--- src/rtl/count_run_sequencer.sv ---
`default_nettype none
// ============================================================================
//  Module      : count_run_sequencer
//  Description : Control stage feeding a downstream enable counter. On start
//                it holds the counter in reset for RESET_CYCLES cycles, issues
//                a latched number of enable cycles (pausable), drains for
//                DRAIN_CYCLES cycles and then pulses done. Also flags the
//                post-reset measurement interval on cov_window.
//  Ports       : clk, reset       - clock, synchronous active-high reset
//                start, run_len   - begin a sequence / enable cycles to issue
//                pause, abort     - suspend enables / terminate sequence
//                cnt_reset        - downstream counter reset
//                cnt_enable       - downstream counter enable
//                cov_window       - high in RUN, PAUSED, DRAIN
//                busy, done       - not idle / one-cycle completion pulse
//                run_count        - enables issued in current/last sequence
//  Revision    : 1.0 - initial release
// ============================================================================
module count_run_sequencer #(
    parameter int RESET_CYCLES = 4,
    parameter int DRAIN_CYCLES = 2,
    parameter int LEN_W        = 8
) (
    input  logic             clk,
    input  logic             reset,
    input  logic             start,
    input  logic [LEN_W-1:0] run_len,
    input  logic             pause,
    input  logic             abort,
    output logic             cnt_reset,
    output logic             cnt_enable,
    output logic             cov_window,
    output logic             busy,
    output logic             done,
    output logic [LEN_W-1:0] run_count
);

    typedef enum logic [2:0] {
        IDLE       = 3'd0,
        HOLD_RESET = 3'd1,
        RUN        = 3'd2,
        PAUSED     = 3'd3,
        DRAIN      = 3'd4,
        DONE       = 3'd5
    } state_t;

    // Phase counter counts down to zero; loaded with length-1 so a phase
    // lasts exactly the programmed number of cycles.
    localparam logic [7:0] RESET_LOAD = 8'(RESET_CYCLES - 1);
    localparam logic [7:0] DRAIN_LOAD = (DRAIN_CYCLES > 0) ? 8'(DRAIN_CYCLES - 1) : 8'd0;
    localparam bit         HAS_DRAIN  = (DRAIN_CYCLES > 0);

    state_t             state;
    state_t             state_next;
    logic [7:0]         phase;
    logic [7:0]         phase_next;
    logic [LEN_W-1:0]   len;
    logic [LEN_W-1:0]   len_next;
    logic [LEN_W-1:0]   count_next;
    logic [LEN_W:0]     count_inc;

    // One extra bit so the terminal compare can never be fooled by a wrap.
    assign count_inc = {1'b0, run_count} + {{LEN_W{1'b0}}, 1'b1};

    always_ff @(posedge clk) begin
        if (reset) begin
            state     <= IDLE;
            phase     <= 8'd0;
            len       <= '0;
            run_count <= '0;
        end else begin
            state     <= state_next;
            phase     <= phase_next;
            len       <= len_next;
            run_count <= count_next;
        end
    end

    always_comb begin
        state_next = state;
        phase_next = phase;
        len_next   = len;
        count_next = run_count;

        case (state)
            IDLE: begin
                if (start) begin
                    state_next = HOLD_RESET;
                    len_next   = run_len;
                    count_next = '0;
                    phase_next = RESET_LOAD;
                end
            end
            HOLD_RESET: begin
                if (phase == 8'd0) begin
                    if (len != '0) begin
                        state_next = RUN;
                    end else if (HAS_DRAIN) begin
                        state_next = DRAIN;
                        phase_next = DRAIN_LOAD;
                    end else begin
                        state_next = DONE;
                    end
                end else begin
                    phase_next = phase - 8'd1;
                end
            end
            RUN: begin
                // Every RUN cycle is an enable cycle, so it always counts;
                // reaching the length wins over a simultaneous pause.
                count_next = count_inc[LEN_W-1:0];
                if (count_inc == {1'b0, len}) begin
                    if (HAS_DRAIN) begin
                        state_next = DRAIN;
                        phase_next = DRAIN_LOAD;
                    end else begin
                        state_next = DONE;
                    end
                end else if (pause) begin
                    state_next = PAUSED;
                end
            end
            PAUSED: begin
                if (!pause) begin
                    state_next = RUN;
                end
            end
            DRAIN: begin
                if (phase == 8'd0) begin
                    state_next = DONE;
                end else begin
                    phase_next = phase - 8'd1;
                end
            end
            DONE: begin
                state_next = IDLE;
            end
            default: begin
                state_next = IDLE;
            end
        endcase

        // Abort overrides everything except reset; the enable at the abort
        // edge is not counted, so run_count holds its current value.
        if (abort && (state != IDLE)) begin
            state_next = IDLE;
            phase_next = phase;
            count_next = run_count;
        end
    end

    assign cnt_reset  = (state == IDLE) || (state == HOLD_RESET);
    assign cnt_enable = (state == RUN);
    assign cov_window = (state == RUN) || (state == PAUSED) || (state == DRAIN);
    assign busy       = (state != IDLE);
    assign done       = (state == DONE);

endmodule
`default_nettype wire

--- config.mk ---
export PLATFORM = sky130hd
export DESIGN_NAME = count_run_sequencer
export DESIGN_NICKNAME = d
export VERILOG_FILES = /design/src/rtl/count_run_sequencer.sv
export SDC_FILE = /design/constraint.sdc
export NUM_CORES = 1
export LEC_CHECK = 0
export BUFFER_PORTS_ARGS = -buffer_cell sky130_fd_sc_hd__buf_2
export CAP_MARGIN = 0
export CORE_UTILIZATION = 35
export CTS_BUF_LIST = sky130_fd_sc_hd__clkbuf_2
export CTS_CLUSTER_DIAMETER = 150
export CTS_CLUSTER_SIZE = 24
export DETAILED_ROUTE_END_ITERATION = 7
export SLEW_MARGIN = 0
export SYNTH_ARGS = -nofsm -noshare
export SYNTH_HDL_FRONTEND = slang
export SYNTH_SLANG_ARGS = --single-unit
export TNS_END_PERCENT = 5
--- constraint.sdc ---
create_clock -name clk -period 3.5 [get_ports clk]
set_input_delay 0.35 -clock clk [delete_from_list [all_inputs] [get_ports clk]]
set_output_delay 0.35 -clock clk [all_outputs]
set_load 0.05 [all_outputs]
Word-level counts from Yosys, hierarchy flattened. Cells that the tools add are included. Widths: inputs -> output; s select.

Output and inout port bits: 13. Input bits: 13. Word-level logic and storage cells: 52. Register bits after elaboration: 27.

Bitwise gates (word level): 1. Reductions and logical operators: 15. Equality and inequality tests: 14. Add/sub/neg operators: 2. Multiplexer cells: 16.

Operators with widths (count): $mux 8 (6); $pmux 8 s4 (1); $mux 3 (7); $pmux 8 s2 (1); $pmux 3 s5 (1); $ne 2x2->1 const B (5); $add 8x1->9 const B (1); $eq 9x8->1 (1); $logic_not 8->1 (1); $reduce_bool 8->1 (1); $sub 8x1->8 const B (1); $eq 3x2->1 const B (2); $eq 3x3->1 const B (2); $reduce_and 6->1 (1); $reduce_and 5->1 (1); $reduce_bool 4->1 (1); $eq 3x1->1 const B (1); $logic_not 3->1 (1); $logic_or 1x1->1 (3); $ne 3x2->1 const B (1); $ne 3x3->1 const B (1); $reduce_and 3->1 (1); $reduce_bool 3->1 (1); $ne 2x1->1 const B (1); other kinds (5) (5).

Logic depth before layout (Yosys ltp).
Depth after elaboration: 4. Depth in mapped cells: 8. Depth with buffers taken out: 8.

Least setup slack after synthesis. Ideal clock, no wire load.

Path kind: flip-flop to flip-flop. Start point: register run_count[0]. End point: register phase[1]. Arrival time: 2.465 ns. Library setup time: 0.123 ns. Stages on the path, launching flop included: 9. Data required time: 3.377 ns. Slack: 0.911 ns. Cells stage by stage: dfxtp_1 ha_1 buf_2 and3_1 o311ai_0 and4bb_2 o2111ai_4 a21oi_2 mux2_1.

Longest elaborated chain between the ends: 4.

Ends and longest elaborated chain: from (decl) (RTL line 35) `output logic [LEN_W-1:0] run_count`; from (signal assigned) (RTL line 75) `run_count <= count_next;`; $add 8x1->9 (RTL line 63) `assign count_inc = {1'b0, run_count} + {{LEN_W{1'b0}}, 1'b1};`; $eq 9x8->1 (RTL line 112) `if (count_inc == {1'b0, len}) begin`; $ne 2x1->1 (no source line); $reduce_and 6->1 (no source line); to (signal assigned) (RTL line 73) `phase <= phase_next;`; to (decl) (RTL line 55) `logic [7:0] phase;`.

Every way passes these cells. A chain may end at the register's enable or synchronous reset.

Final worst setup path. Same ends and word-level chain as after synthesis.

==> impl_metrics.ini <==
[clocking]
cts_buffers = 3
clock_sinks = 27
cts_buffer_depth = 2
cts_max_level = 1
cts_tree = built
clock_latency_ns = 0.36
post_cts_resized = 0
cts_root_buf = clkbuf_2
clk_pin_slew_ns = 0.25
ctsHoldBuffers = 0
postCtsSetupBuffers = 0

[final_layout]
antennaDiodeCount = 0
nNetsFinal = 267
final_area_um2 = 1960
drive_above_1_share_pct = 16.7
fillCellCount = 552
area_growth_pct = 10.2
layout_commonest_cell = nand2_1
final_cell_mix = nand2_1 (30), dfxtp_1 (27), a21oi_1 (25), buf_2 (25), nor2_1 (19)
post_layout_nonfiller_instances = 318
final_core_util_pct = 40.6

[synthesis]
ys_seq_area_share_pct = 30.4
netlist_area_um2 = 1780
yosysTopAreaCell = dfxtp_1
synth_cells = 231
ys_ff_latch = 27
yosysWarnings = 0
synth_top_cell_area_share_pct = 30.4
synth.distinct_cells = 61
ys.flop_type = dfxtp_1
synth.avg_cell_area_um2 = 7.69
synth_edf_count = 0
mappedNetlistNets = 246
synthTopCellsByArea = dfxtp_1 (30%), a21oi_1 (7.0%), nand2_1 (6.3%), nor2_1 (4.0%), o21ai_0 (2.5%)
ys_async_sr_fraction_pct = 0

[worst_setup_path]
crit_family = simple AND/OR/NAND/NOR gates
cp.buffers_inverters = 0
worstPathArrival_ns = 2.77
worstSetupPathType = flop to flop
crit_chain = ha_1, and3_1, o311ai_0, and4bb_2, o2111ai_4, a21oi_2, mux2_1
end_kind = flop
crit_fanout = 8
cp.required_ns = 3.79
critPathSlowestCell = dfxtp_1
critical_path.max_stage_delay_ns = 0.52
start_kind = flop

[timing]
final_max_slew_viol_count = 0
worstMarginPinSlew_ns = 0.626
finClkSkew_ns = 0.00473
setup_violations = 0
hold_viol_final = 0
finalSetupTns_ns = 0
fmax_ghz = 0.404
period_minus_slack_ns = 2.47
fin_crit_sh_pct = 70.7
grt_setup_unrepaired = false
holdWs_ns = 0.181
maxSlewHeadroom_pct = 58.0

[place]
dpl_cell_area_um2 = 1940
globalplace.congestion = 0.925
hpwl_um = 3170
io_buffers = 25
dp.cells = 314

[drt]
drc = 0
routedWlPerCell_um = 13.6
dr.pass1.iters = 4
ant_nets = 0
drtIter0Drc = 137
via_per_inst = 5.50
vias = 1749
routed_wl_um = 4310

[floorplan]
core.rowCount = 25
die_h_um = 73.2
die_x_um = 73.2
coreArea_um2 = 4820
num_io_pins = 26
start_util_pct = 36.9
die_area_um2 = 5360

[global_routing]
grt_pass1_wl_um = 7640
grt-ovfl-total = 0
grt_max_degree = 28
grt_pass1_vias = 1610
grt_usage_pct = 17.8
antenna_found_initial = 0

[worst_hold_path]
worstHoldPathType = input port to flop

[power]
ir_worst_vdd_v = 0.000271
powerDensity_nw_per_um2 = 633
leakage_nw = 0.724

[flow_run]
maxCapViolCount = 0

[run_status]
outcome = finished, final reports clean
-- metal layers --
layer  global-route usage [%]  vias to the layer above  part of all wire [%]
li1                         -                      891                     -
met1                     25.7                      795                    50
met2                     27.0                       55                    43
met3                     3.87                        8                   5.5
met4                     3.92                        0                   1.6
met5                        0                        -                     0
-- Yosys cell counts (all sizes together) (2+ instances only) --
library cell and count:
or3 2, mux2i 2, a21oi 26, clkbuf 5, nor3 8, dfxtp 27, or4 3, a31oi 7
nand3b 5, xnor2 5, nor2 19, o32ai 2, o211ai 2, and3 4, o21ai 11, buf 4
o21a 3, a211oi 3, o221ai 2, ha 2, nand2 31, xor2 3, and2 3, nand3 8
and2b 2, nand4 3, nand2b 4, nor4 3, inv 8, a21o 3
-- layout make-up --
type                       instances  area [um^2]  area share, %
clock buffer                       3         15.0          0.767
clock inverter                     1         5.00          0.256
inverter                           9         33.8           1.73
multi-input combinational        186         1150           59.0
sequential                        27          541           27.6
tap                               67         83.8           4.28
timing repair buffer              25          125           6.39
-- final timing paths --
kind	startpoint	end	slack, ns	depth (start not counted)
max	run_count[0]$_SDFFE_PP0P_	phase[1]$_SDFFE_PP0P_	1.03	7
min	run_len[7]	len[7]$_SDFFE_PP0P_	0.18	3
max reg2reg	run_count[0]$_SDFFE_PP0P_	phase[1]$_SDFFE_PP0P_	1.03	7
min reg2reg	len[2]$_SDFFE_PP0P_	len[2]$_SDFFE_PP0P_	0.51	2
-- stage by stage --
stage                     setup slack [ns]  power, W
after floorplan                      0.911  0.000984
after global placement                1.16   0.00112
after detailed placement              1.06   0.00112
after CTS                             1.05   0.00125
after global routing                 0.826   0.00135
final                                 1.03   0.00124
-- state kept, by name, indices dropped and copies added (netlist names) --
| name | count |
|---|---|
| phase | 8 |
| state | 3 |
| len | 8 |
| run_count | 8 |
-- tightest hold or removal path: cells and delay by family --
kind,cells,cell delay (ns)
AOI/OAI and AO/OA,1,0.05
buffers and inverters,1,0.09
and+or+nand+nor,1,0.04
-- power breakdown --
part / internal, W / switching, W
clock: 0.0000259 / 0.0000940
combinational: 0.000242 / 0.000446
sequential: 0.000359 / 0.0000718
total: 0.000627 / 0.000612
-- kinds of logic (layout without fill, tap and decap cells) --
logic type,Yosys count,in the layout,synth area share (%)
and+or+nand+nor,103,103,31.1
adders and majority gates,2,2,1.41
muxes,3,3,1.76
xor gates and xnor gates,8,8,3.95
buffers and inverters,18,38,4.58
AOI/OAI and AO/OA,70,70,26.8
DFF,27,27,30.4
(Power assumes the default switching activity.)
